### config.mk
export PLATFORM = sky130hd
export DESIGN_NAME = data_memory_arbiter_flat
export DESIGN_NICKNAME = d
export VERILOG_FILES = /design/src/rtl/data_memory_arbiter_pkg.sv /design/src/rtl/data_memory_arbiter_if.sv /design/src/rtl/data_memory_arbiter_pick.sv /design/src/rtl/data_memory_arbiter.sv /design/src/flat_wrapper.sv
export SDC_FILE = /design/constraint.sdc
export NUM_CORES = 1
export LEC_CHECK = 0
export CORE_ASPECT_RATIO = 1.1
export CORE_MARGIN = 2
export CORE_UTILIZATION = 31
export CTS_CLUSTER_DIAMETER = 150
export DETAILED_ROUTE_END_ITERATION = 10
export GPL_ROUTABILITY_DRIVEN = 0
export GPL_TIMING_DRIVEN = 1
export PLACE_DENSITY = 0.85
export REMOVE_ABC_BUFFERS = 1
export SETUP_SLACK_MARGIN = 0.3
export SYNTH_ARGS = -nofsm -noshare
export SYNTH_HDL_FRONTEND = slang
export SYNTH_SLANG_ARGS = --single-unit
### constraint.sdc
create_clock -name clock_in -period 3.4 [get_ports clock_in]
set_clock_uncertainty 0.15 [all_clocks]
set_input_delay 0.68 -clock clock_in [delete_from_list [all_inputs] [get_ports clock_in]]
set_output_delay 0.68 -clock clock_in [all_outputs]
set_load 0.01 [all_outputs]
### src/rtl/data_memory_arbiter_pkg.sv
// Shared definitions for the data memory arbiter: FSM state encoding
// (state = owner of the previous cycle) and port indices.
package data_memory_arbiter_pkg;

  typedef enum logic [1:0] {
    ST_IDLE = 2'd0,
    ST_OWN0 = 2'd1,
    ST_OWN1 = 2'd2
  } arbState_t;

  localparam int PORT_CPU  = 0;
  localparam int PORT_DMA  = 1;
  localparam int NUM_PORTS = 2;
  localparam int DATA_W    = 32;

endpackage

### src/rtl/data_memory_arbiter_if.sv
// Bus bundle between the two requesters, the arbiter and data_memory.
//   req_*      : per-port request (bit / suffix n = port n)
//   req_ready  : one-hot grant back to the requesters
//   rsp_*      : one-cycle read response, shared data bus
//   mem_*      : drive to / read data from data_memory
// slave  modport : arbiter side
// master modport : requesters + memory side
interface data_memory_arbiter_if #(
  parameter int ADDR_W = 7
);
  import data_memory_arbiter_pkg::*;

  logic [1:0]        req_valid;
  logic [1:0]        req_write;
  logic [ADDR_W-1:0] req_addr0;
  logic [ADDR_W-1:0] req_addr1;
  logic [DATA_W-1:0] req_wdata0;
  logic [DATA_W-1:0] req_wdata1;
  logic [1:0]        req_ready;
  logic [1:0]        rsp_valid;
  logic [DATA_W-1:0] rsp_data;
  logic [31:0]       mem_address;
  logic [DATA_W-1:0] mem_wdata;
  logic [DATA_W-1:0] mem_rdata;
  logic              mem_write;
  logic              mem_read;

  modport slave (
    input  req_valid, req_write, req_addr0, req_addr1, req_wdata0, req_wdata1, mem_rdata,
    output req_ready, rsp_valid, rsp_data, mem_address, mem_wdata, mem_write, mem_read
  );

  modport master (
    output req_valid, req_write, req_addr0, req_addr1, req_wdata0, req_wdata1, mem_rdata,
    input  req_ready, rsp_valid, rsp_data, mem_address, mem_wdata, mem_write, mem_read
  );
endinterface

### src/rtl/data_memory_arbiter_pick.sv
// Pure combinational 2-way grant select.
//   state     : owner of the previous cycle
//   reqValid  : per-port request valid
//   lastOwner : port granted most recently (breaks ties from IDLE)
//   burstHit  : current owner has used up its burst while the other waits
//   grant     : one-hot grant (00 = none)
module dm_arb_pick
  import data_memory_arbiter_pkg::*;
(
  input  arbState_t  state,
  input  logic [1:0] reqValid,
  input  logic       lastOwner,
  input  logic       burstHit,
  output logic [1:0] grant
);
  logic own;
  assign own = (state == ST_OWN1);

  always_comb begin
    grant = '0;
    case (state)
      ST_OWN0, ST_OWN1: begin
        // Owner keeps the port unless the other side is waiting and the burst is spent.
        if (reqValid[own] && (!reqValid[~own] || !burstHit)) grant[own]  = 1'b1;
        else if (reqValid[~own])                              grant[~own] = 1'b1;
      end
      default: begin
        if (&reqValid) grant[~lastOwner] = 1'b1;
        else           grant             = reqValid;
      end
    endcase
  end
endmodule

### src/rtl/data_memory_arbiter.sv
// Round-robin arbiter with burst cap sharing the single-port 128x32 data
// memory between port 0 (CPU MEM stage) and port 1 (DMA/debug loader).
//   clock_in : clock, all state on posedge
//   reset_n  : synchronous active-low reset
//   bus      : request/response/memory bundle (slave side)
// Reads have one cycle of latency: rsp_data/rsp_valid are registered at the
// edge that ends the grant cycle. Writes produce no response.
module data_memory_arbiter
  import data_memory_arbiter_pkg::*;
#(
  parameter int ADDR_W    = 7,
  parameter int MAX_BURST = 4
) (
  input logic                  clock_in,
  input logic                  reset_n,
  data_memory_arbiter_if.slave bus
);
  localparam int CNT_W = (MAX_BURST > 1) ? $clog2(MAX_BURST) : 1;
  localparam logic [CNT_W-1:0] CNT_MAX = CNT_W'(MAX_BURST - 1);

  arbState_t              state, stateNxt;
  logic                   lastOwner;
  logic [CNT_W-1:0]       burstCnt, burstNxt;
  logic [1:0]             rspValidQ;
  logic [DATA_W-1:0]      rspDataQ;
  logic [1:0]             pickGrant, grant;
  logic                   gPort, anyGrant, burstHit;
  logic [1:0][ADDR_W-1:0] addr;
  logic [1:0][DATA_W-1:0] wdata;

  assign addr  = {bus.req_addr1, bus.req_addr0};
  assign wdata = {bus.req_wdata1, bus.req_wdata0};

  assign burstHit = (burstCnt == CNT_MAX);

  dm_arb_pick uPick (
    .state     (state),
    .reqValid  (bus.req_valid),
    .lastOwner (lastOwner),
    .burstHit  (burstHit),
    .grant     (pickGrant)
  );

  // No grant (and hence no memory write) while reset is held.
  assign grant    = reset_n ? pickGrant : 2'b00;
  assign anyGrant = |grant;
  assign gPort    = grant[1];

  always_comb begin
    stateNxt = ST_IDLE;
    burstNxt = '0;
    if (anyGrant) begin
      stateNxt = gPort ? ST_OWN1 : ST_OWN0;
      // Count only kept grants; any owner change (incl. from IDLE) restarts at 0.
      if (state == stateNxt) burstNxt = burstHit ? burstCnt : burstCnt + CNT_W'(1);
    end
  end

  always_ff @(posedge clock_in) begin
    if (!reset_n) begin
      state     <= ST_IDLE;
      lastOwner <= 1'b1;
      burstCnt  <= '0;
      rspValidQ <= '0;
      rspDataQ  <= '0;
    end else begin
      state     <= stateNxt;
      burstCnt  <= burstNxt;
      rspValidQ <= grant & ~bus.req_write;
      if (anyGrant) lastOwner <= gPort;
      if (anyGrant && !bus.req_write[gPort]) rspDataQ <= bus.mem_rdata;
    end
  end

  assign bus.req_ready   = grant;
  // A response registered just before reset asserts is suppressed.
  assign bus.rsp_valid   = reset_n ? rspValidQ : 2'b00;
  assign bus.rsp_data    = rspDataQ;
  assign bus.mem_address = anyGrant ? 32'(addr[gPort]) : 32'd0;
  assign bus.mem_wdata   = anyGrant ? wdata[gPort] : '0;
  assign bus.mem_write   = anyGrant &  bus.req_write[gPort];
  assign bus.mem_read    = anyGrant & ~bus.req_write[gPort];
endmodule

### src/flat_wrapper.sv
// flat-port wrapper written by rule: the top's interface ports become plain ports
module data_memory_arbiter_flat import data_memory_arbiter_pkg::*;
#(
  parameter int ADDR_W    = 7,
  parameter int MAX_BURST = 4
)
  (clock_in, reset_n, bus_req_valid, bus_req_write, bus_req_addr0, bus_req_addr1, bus_req_wdata0, bus_req_wdata1, bus_mem_rdata, bus_req_ready, bus_rsp_valid, bus_rsp_data, bus_mem_address, bus_mem_wdata, bus_mem_write, bus_mem_read);
  data_memory_arbiter_if #(.ADDR_W(ADDR_W)) bus_i ();
  input logic clock_in;
  input logic reset_n;
  input wire logic [$bits(bus_i.req_valid)-1:0] bus_req_valid;
  input wire logic [$bits(bus_i.req_write)-1:0] bus_req_write;
  input wire logic [$bits(bus_i.req_addr0)-1:0] bus_req_addr0;
  input wire logic [$bits(bus_i.req_addr1)-1:0] bus_req_addr1;
  input wire logic [$bits(bus_i.req_wdata0)-1:0] bus_req_wdata0;
  input wire logic [$bits(bus_i.req_wdata1)-1:0] bus_req_wdata1;
  input wire logic [$bits(bus_i.mem_rdata)-1:0] bus_mem_rdata;
  output wire logic [$bits(bus_i.req_ready)-1:0] bus_req_ready;
  output wire logic [$bits(bus_i.rsp_valid)-1:0] bus_rsp_valid;
  output wire logic [$bits(bus_i.rsp_data)-1:0] bus_rsp_data;
  output wire logic [$bits(bus_i.mem_address)-1:0] bus_mem_address;
  output wire logic [$bits(bus_i.mem_wdata)-1:0] bus_mem_wdata;
  output wire logic [$bits(bus_i.mem_write)-1:0] bus_mem_write;
  output wire logic [$bits(bus_i.mem_read)-1:0] bus_mem_read;
  assign bus_i.req_valid = bus_req_valid;
  assign bus_i.req_write = bus_req_write;
  assign bus_i.req_addr0 = bus_req_addr0;
  assign bus_i.req_addr1 = bus_req_addr1;
  assign bus_i.req_wdata0 = bus_req_wdata0;
  assign bus_i.req_wdata1 = bus_req_wdata1;
  assign bus_i.mem_rdata = bus_mem_rdata;
  assign bus_req_ready = bus_i.req_ready;
  assign bus_rsp_valid = bus_i.rsp_valid;
  assign bus_rsp_data = bus_i.rsp_data;
  assign bus_mem_address = bus_i.mem_address;
  assign bus_mem_wdata = bus_i.mem_wdata;
  assign bus_mem_write = bus_i.mem_write;
  assign bus_mem_read = bus_i.mem_read;
  data_memory_arbiter #(.ADDR_W(ADDR_W), .MAX_BURST(MAX_BURST)) u_core (.clock_in(clock_in), .reset_n(reset_n), .bus(bus_i));
endmodule
== Word level (Yosys, flattened, before mapping) ==
Index checks and enable logic that the tools add are counted.

* Add/subtract/negate cells: 1
* $mul: 0
* Divide/modulo/power cells: 0
* Order comparisons: 7
* Equal/unequal tests: 4
* Shift-type cells: 0
* Multiplexer cells: 25
* Bitwise gates (word level): 7
* Reductions and logical operators: 14

{| class="wikitable"
|+ Operators by type and width
! kind !! number
|-
| $mux 32 || 3
|-
| $mux 7 || 3
|-
| $mux 2 || 7
|-
| $mux 1 || 9
|-
| $lt 1x2->1 const B || 4
|-
| $logic_and 1x1->1 || 5
|-
| $eq 2x2->1 const B || 2
|-
| $reduce_and 2->1 || 2
|-
| $reduce_or 2->1 || 2
|-
| $demux 1 s1 || 3
|-
| $ge 1x1->1 const B || 3
|-
| $logic_not 1->1 || 3
|-
| $not 1->1 || 3
|-
| $reduce_and 3->1 || 1
|-
| $add 2x1->2 const B || 1
|-
| $and 1x1->1 || 2
|-
| $and 2x2->2 || 1
|-
| $eq 2x1->1 const B || 1
|-
| $eq 2x2->1 || 1
|-
| $not 2->2 || 1
|-
| $logic_or 1x1->1 || 1
|}

* Bits in registers: 39
* Latch bits: 0
* RAM bits: 0
* Bits in read-only memories: 0
* Input port bits: 116
* Output and inout port bits: 102
* Word-level logic and storage cells: 63
* Memories: 0

== Depth between registers and ports, before layout ==
Gate-level depths: netlist of run 1.

* Depth after elaboration: 14
* Mapped depth: 8

== Modules after synthesis ==
A second synthesis of run 1 with hierarchy kept.

* Cell total of the unflattened synthesis: 273
* Area total of the unflattened synthesis: 2,402.3 um^2

{| class="wikitable"
|+ Modules (own cells, without submodules)
! module !! times used !! cells each !! area each (um^2)
|-
| data_memory_arbiter || 1 || 256 || 2,267.2
|-
| dm_arb_pick || 1 || 17 || 135.1
|}

== Least setup slack after synthesis of run 1 ==
No wires, ideal clock.

* Kind: in2out
* Start point: input reset_n
* End point: output bus_mem_address[0]
* Arrival time: 1.985 ns
* Data required time: 2.570 ns
* Setup slack: 0.585 ns
* Cell stages on the path: 8
* Path through: buf_4 -> nand2_1 -> a21oi_1 -> a22o_4 -> buf_6 -> nor3_2 -> buf_2 -> a22o_1

* Longest elaborated chain between the ends: 4
* Elaborated cells between the ends (all ways): 5

{| class="wikitable"
|+ Ends and longest elaborated chain
! what !! line !! text
|-
| start: declaration || flat_wrapper.sv:10 || <nowiki>input logic reset_n;</nowiki>
|-
| $mux 2 (*) || data_memory_arbiter.sv:45 || <nowiki>assign grant = reset_n ? pickGrant : 2'b00;</nowiki>
|-
| $mux 7 (implied by the code) (2 in series) || data_memory_arbiter.sv:79 || <nowiki>assign bus.mem_address = anyGrant ? 32'(addr[gPort]) : 32'd0;</nowiki>
|-
| $mux 7 (*) || data_memory_arbiter.sv:79 ||
|-
| end: declaration || flat_wrapper.sv:21 || <nowiki>output wire logic [$bits(bus_i.mem_address)-1:0] bus_mem_address;</nowiki>
|}

Mark *: on every way between the ends. The rest lies on a longest branch, timed or not. The select of a mux whose other input is x is not followed.

== Final worst setup path of run 1 ==
* Start point: register u_core.state[0]
* End point: output bus_mem_wdata[24]

* Longest elaborated chain between the ends: 13
* Elaborated cells between the ends (all ways): 29

{| class="wikitable"
|+ Ends and longest elaborated chain
! what !! line !! text
|-
| start: declaration || data_memory_arbiter.sv:21 || <nowiki>arbState_t state, stateNxt;</nowiki>
|-
| start signal: assignment || data_memory_arbiter.sv:67 || <nowiki>state <= stateNxt;</nowiki>
|-
| $eq 2x2->1 || data_memory_arbiter_pick.sv:17, data_memory_arbiter_pick.sv:21 ||
|-
| $not 1->1 || data_memory_arbiter_pick.sv:25 || <nowiki>else if (reqValid[~own]) grant[~own] = 1'b1;</nowiki>
|-
| $lt 1x2->1 (implied by the code) / $ge 1x1->1 (equally long branches) || data_memory_arbiter_pick.sv:25 ||
|-
| $logic_and 1x1->1 (implied by the code) || data_memory_arbiter_pick.sv:25 ||
|-
| $mux 1 (implied by the code) || data_memory_arbiter_pick.sv:25 ||
|-
| $demux 1 s1 || data_memory_arbiter_pick.sv:25 ||
|-
| $mux 2 || data_memory_arbiter_pick.sv:25 ||
|-
| $mux 2 || data_memory_arbiter_pick.sv:24 || <nowiki>if (reqValid[own] && (!reqValid[~own] || !burstHit)) grant[own] = 1'b1;</nowiki>
|-
| $mux 2 (*) || data_memory_arbiter_pick.sv:21 || <nowiki>case (state)</nowiki>
|-
| $mux 2 (*) || data_memory_arbiter.sv:45 ||
|-
| $mux 32 (implied by the code) (2 in series) || data_memory_arbiter.sv:80 || <nowiki>assign bus.mem_wdata = anyGrant ? wdata[gPort] : '0;</nowiki>
|-
| $mux 32 (*) || data_memory_arbiter.sv:80 ||
|-
| end: declaration || flat_wrapper.sv:22 || <nowiki>output wire logic [$bits(bus_i.mem_wdata)-1:0] bus_mem_wdata;</nowiki>
|}

Marked as above.

==> results.toml, run 1 <==
[run_status]
status = "finished, final reports clean"

[placement]
place_inst = 537
place.detailed.hpwl_microns = 6936
port-buffer-count = 192

[synth]
synth_top_area_share_pct = 33.84
synth_top_area_cell = "dfxtp_1"
postSynthCellCount = 259
ys_seq_elements = 39
yosys.cell_types.count = 31
yosys-top-cells-area = "dfxtp_1 34%, a22o_1 16%, mux2i_1 14%"
synth-edff-count = 0
synth_compound_area_share_pct = 19.96
yosys.area_share.simple_pct = 10.25
synth_area_per_cell_sq_um = 8.908
synth_fa_ha_area_share_pct = 1.627
synthFlopType = "dfxtp_1"
synth_mux_area_share_pct = 15.29
syn-cell-area_sq_um = 2307
synth-xor-area-share_pct = 0.3796
synth_top_family_by_area = "compound AO/OA/AOI/OAI gates"
seq_area_frac_synth_pct = 33.84
ys_warn_count = 0
synthArstFlopShare_pct = 0

[clock_tree]
cts.path.max_buffers = 2
path_clk_slew_ps = 80
htreeDepth = 2
clockRootBuffer = "clkbuf_8"
insertion_delay_ps = 290
numCtsBuffers = 5
holdBufCountCts = 0
cts_tree = "built"
cts_sinks = 39

[routing]
wl_per_cell_microns = 16.08
num_vias = 2559
vias_per_cell = 4.603
drtAntennaViolNets = 0
dr.first_iter.drc_count = 68
totalWireLength_microns = 8938
firstDrtPassIters = 4
remaining_drc_errors = 0

[sta]
finalHoldViolations = 0
relSlewSlack_pct = 63.98
holdWs_ps = 311.4
rsz0062_at_grt = "yes"
slew_viol_final = 0
min_period_over_period_pct = 91.28
setup_tns_ps = 0
worst_slew_pin_slew_ps = 540.4
setup_viol = 0
timing.fmax_mhz = 322.2
finalCriticalPeriod_ps = 3104

[die]
dieArea_sq_um = 8149
coreArea_sq_um = 7350
die_h_microns = 94.48
rows = 33
ioPinCount = 218
fp.dieW_microns = 86.26
initial_core_util_pct = 31.39

[power]
vdd_drop_max_uv = 180.3
p_leak_nw = 2.202
cellPowerDensity_nw_per_um2 = 433.4

[final_layout]
final_cell_mix = "146 x clkdlybuf4s50_1, 41 x a22o_1, 37 x dfxtp_1, 36 x inv_1"
area_delta_synth_final_pct = 92.08
antenna_cells = 0
stdcell_count = 556
utilization_pct = 60.30
drive_gt1_share_pct = 20.26
layout.nets = 587
layout_commonest_cell = "clkdlybuf4s50_1"

[global_routing]
grt_pass1_wl_microns = 13100
grt.total_usage_pct = 20.47
grt_antenna_before_repair = 2
grt_max_degree = 33
grt_pass1_vias = 2632
grt-ovfl-total = 0

[worst_setup_path]
cp_max_fo = 10
path_buf_inv = 4
path_cells = "inv_4, ha_4, and4bb_1, a31oi_2, o21a_1, nor3_4, buf_6, clkbuf_16, a22o_1, buf_2"
cp.arrival_ps = 2270
slowest_delay_ps = 360
cp_top_family = "compound AO/OA/AOI/OAI gates"
endpoint_kind = "primary output"
slowest_stage = "dfxtp_2"
cp.required_ps = 2570
worstSetupStartpointType = "flop"
critPathKind = "reg -> out"

[job]
drv_cap = 0

[hold_path]
hold_class = "reg -> reg"
[sequential cells by signal, summed over array words and instances, names as in the netlist]
signal,flops
u_core.state,2
u_core.burstCnt,2
u_core.rspValidQ,2
u_core.bus.rsp_data,32
u_core.lastOwner,1
[power by group]
part	leakage [nW]	internal, W	switching [W]
Clock	0.0581	0.000219	0.000171
Sequential	0.322	0.000538	0.0000441
Combinational	1.82	0.000548	0.000401
Total	2.20	0.00130	0.000616
[path summary, 6_finish.rpt]
check                                from                      end  slack, ps  cells past startpoint
setup / recovery          u_core.state[0]        bus_mem_wdata[24]        300                     10
hold / removal    u_core.bus.rsp_data[28]  u_core.bus.rsp_data[28]        310                      2
setup reg to reg          u_core.state[1]  u_core.bus.rsp_data[25]        800                      8
hold reg to reg   u_core.bus.rsp_data[28]  u_core.bus.rsp_data[28]        310                      2
[synth_stat cells (all sizes together), types with 2 or more instances]
| cell | number |
|---|---|
| a22o | 42 |
| dfxtp | 39 |
| inv | 37 |
| buf | 35 |
| mux2i | 34 |
| nand2 | 34 |
| clkbuf | 6 |
| nand2b | 5 |
| a21oi | 3 |
| and2 | 3 |
| ha | 3 |
| a31oi | 2 |
| nor2 | 2 |
[kinds of logic (layout without fill, tap and decap cells)]
logic type      after synthesis  count (layout)
buf+inv                      78             264
compound gates               53              53
mux                          34              34
flops                        39              39
xor+xnor                      1               1
simple gates                 50              50
fa+ha+maj                     3               3
other cells                   1              25
[layer usage]
layer / part of all wire [%] / up-vias / GRT usage (%) / wire length, microns
met5: 0.28 / - / 0 / 25
met4: 1.6 / 4 / 4.818 / 140
met3: 11 / 16 / 8.304 / 942
met2: 50 / 143 / 37.47 / 4510
met1: 37 / 1153 / 21.93 / 3319
li1: - / 1243 / - / -
[worst register-to-register path: stages (launching register included)]
cell and delay (ps):
dfxtp_2 400, ha_4 220, buf_4 160, a311oi_4 250, a22o_4 200, buf_4 150
mux2i_4 230, buf_4 480, mux2i_1 280
[layout make-up]
| class | count | area [sq um] |
|---|---|---|
| fill | 638 | 2918 |
| timing repair buffer | 219 | 2016 |
| multi-input combinational | 166 | 1270 |
| sequential | 39 | 783.3 |
| inverter | 37 | 141.4 |
| tap | 87 | 108.9 |
| clock buffer | 5 | 68.82 |
| clock inverter | 3 | 43.79 |
[metrics by stage]
stage	worst slack (ps)	power, W	instance area [sq um]
floorplan	-273.9	0.0009601	2110
global placement	-375.7	0.001504	4279
detailed placement	-399.4	0.001520	4279
CTS	222.3	0.001885	4312
global route	201.5	0.002031	4432
finish	296.5	0.001921	4432
[repair_timing]
action | 4_1_cts | 5_1_grt
pin swaps | 6 | 4
setup endpoints to repair | 45 | 41
gates cloned | 1 | 2
gates resized for setup | 185 | 17
buffers inserted | 6 | 2
No activity file was read; power rests on OpenSTA's default activity.
==> run 2: changes to the inputs <==
--- a/config.mk
+++ b/config.mk
@@ -6,13 +6,13 @@
 export NUM_CORES = 1
 export LEC_CHECK = 0
 export CORE_ASPECT_RATIO = 1.1
-export CORE_MARGIN = 2
-export CORE_UTILIZATION = 31
+export CORE_MARGIN = 10
+export CORE_UTILIZATION = 25
 export CTS_CLUSTER_DIAMETER = 150
 export DETAILED_ROUTE_END_ITERATION = 10
 export GPL_ROUTABILITY_DRIVEN = 0
 export GPL_TIMING_DRIVEN = 1
-export PLACE_DENSITY = 0.85
+export PLACE_DENSITY = 0.72
 export REMOVE_ABC_BUFFERS = 1
 export SETUP_SLACK_MARGIN = 0.3
 export SYNTH_ARGS = -nofsm -noshare
==> run 2 against run 1 <==
  * Global-route usage decreased by 5.8 points
  * Sequential power about the same
  * Total power up 7.5%
  * Die area increased by 65%
  * Combinational power up 9%
  * Worst setup slack lost 7.7 ps
  * Non-clock buffer count unchanged
  * Final area is 4.2% higher
  * Register-to-register slack worse by 50 ps
  * Worst hold slack worse by 4.1 ps
  * Highest routed layer is now met4
==> results.toml, run 2 (synthesis gave the netlist of run 1 again) <==
[routing]
vias_per_cell = 4.377
totalWireLength_microns = 10830
drtAntennaViolNets = 0
dr.first_iter.drc_count = 62
wl_per_cell_microns = 18.57
firstDrtPassIters = 4
num_vias = 2552
remaining_drc_errors = 0

[clock_tree]
path_clk_slew_ps = 80
holdBufCountCts = 0
clockRootBuffer = "clkbuf_8"
numCtsBuffers = 5
cts_sinks = 39
cts_tree = "built"
insertion_delay_ps = 290
cts.path.max_buffers = 2
htreeDepth = 2

[placement]
place.detailed.hpwl_microns = 8590
port-buffer-count = 192
dp_slack_ps = -347.4

[die]
dieArea_sq_um = 13480
coreArea_sq_um = 8919
rows = 36
die_h_microns = 120.8
fp.dieW_microns = 111.6
initial_core_util_pct = 25.87
ioPinCount = 218

[final_layout]
antenna_cells = 0
area_delta_synth_final_pct = 100.2
layout.nets = 587
final_cell_mix = "146 x clkdlybuf4s50_1, 41 x a22o_1, 37 x dfxtp_1, 36 x inv_1, 34 x nand2_1"
largest_register_ffs = 32
layout_commonest_cell = "clkdlybuf4s50_1"
drive_gt1_share_pct = 19.40

[global_routing]
grt-ovfl-total = 0
grt_antenna_before_repair = 0
grt_pass1_vias = 2814
grt_pass1_wl_microns = 15780
grt_max_degree = 41
grt.total_usage_pct = 14.63

[worst_setup_path]
slowest_stage = "dfxtp_2"
critPathKind = "reg -> out"
worstSetupStartpointType = "flop"
path_cells = "inv_4, ha_4, and4bb_1, a31oi_2, o21a_1, nor3_4, buf_6, buf_16, a22o_1, buf_2"
cp.arrival_ps = 2280
cp.required_ps = 2570
slowest_delay_ps = 360
endpoint_kind = "primary output"
cp_max_fo = 5

[power]
p_leak_nw = 2.243
cellPowerDensity_nw_per_um2 = 447.0
swShare_pct = 30.71
seqPwrFrac_pct = 28.0
p_sw_w = 0.0006340
p_clk_share_pct = 22.3
vdd_drop_max_uv = 150.5
total_power_w = 0.002065
combPwrFrac_pct = 49.7
power.internal_w = 0.001431

[sta]
setup_viol = 0
slew_viol_final = 0
finalCriticalPeriod_ps = 3111
relSlewSlack_pct = 62.74
rsz0062_at_grt = "yes"
finalHoldViolations = 0
timing.fmax_mhz = 321.4
worst_slew_pin_slew_ps = 558.9
min_period_over_period_pct = 91.51
setup_slack_ps = 288.8

[hold_path]
hold_class = "reg -> reg"

[job]
drv_cap = 0

[run_status]
status = "finished, final reports clean"
[run 2: worst paths after layout]
check | from | endpoint | slack, ps | cells past startpoint
worst max-delay path | u_core.state[0] | bus_mem_wdata[30] | 290 | 10
worst min register to register | u_core.bus.rsp_data[28] | u_core.bus.rsp_data[28] | 310 | 2
worst min-delay path | u_core.bus.rsp_data[28] | u_core.bus.rsp_data[28] | 310 | 2
worst max register to register | u_core.state[0] | u_core.bus.rsp_data[4] | 750 | 9
[run 2: critical path, delay by kind of cell, from the launching register on]
kind	cells	cell delay, ps
compound gates	3	640
buf+inv	4	460
flops	1	360
simple gates	2	270
fa+ha+maj	1	260
[run 2: final cells by class]
cell class	instances	area (sq um)
flip-flops and latches	39	785.8
repair buffers	219	2166
multi-input cells	166	1250
clock buffers	6	72.57
fillers	823	4300
clock inverters	2	60.06
inverters	37	141.4
well taps	114	142.6
[run 2: stage by stage]
stage                     instances  hold slack, ps  setup TNS (ps)  cell area (sq um)  utilization, %
after floorplan                 242           332.3          -11130               2110               -
after global placement          562           293.6          -10680               4310           48.33
after detailed placement        562           300.9          -12240               4310           48.33
after CTS                       579           312.1               0               4383           49.14
after global routing            583           333.9               0               4618           51.78
final                           583           307.2               0               4618           51.78
[run 2: power groups by stage]
stage	clock (W)	combinational [W]	sequential, W
6_report	0.000460	0.00103	0.000579
5_1_grt	0.000495	0.00110	0.000589
4_1_cts	0.000479	0.000929	0.000577
3_5_place_dp	0	0.000947	0.000585
3_3_place_gp	0	0.000940	0.000582
2_1_floorplan	0	0.000343	0.000617
[run 2: repair_timing]
item	4_1_cts	5_1_grt
pin swaps	5	6
endpoints found under the setup margin	45	41
buffers inserted	7	0
gates resized for setup	182	35
cloned	2	4
[run 2: per-layer routing]
| metal | up-vias | track usage, % | wire, microns |
|---|---|---|---|
| li1 | 1242 | - | - |
| met1 | 1142 | 15.91 | 4144 |
| met2 | 157 | 24.30 | 5138 |
| met3 | 11 | 8.358 | 1389 |
| met4 | 0 | 3.215 | 153 |
| met5 | - | 0 | 0 |
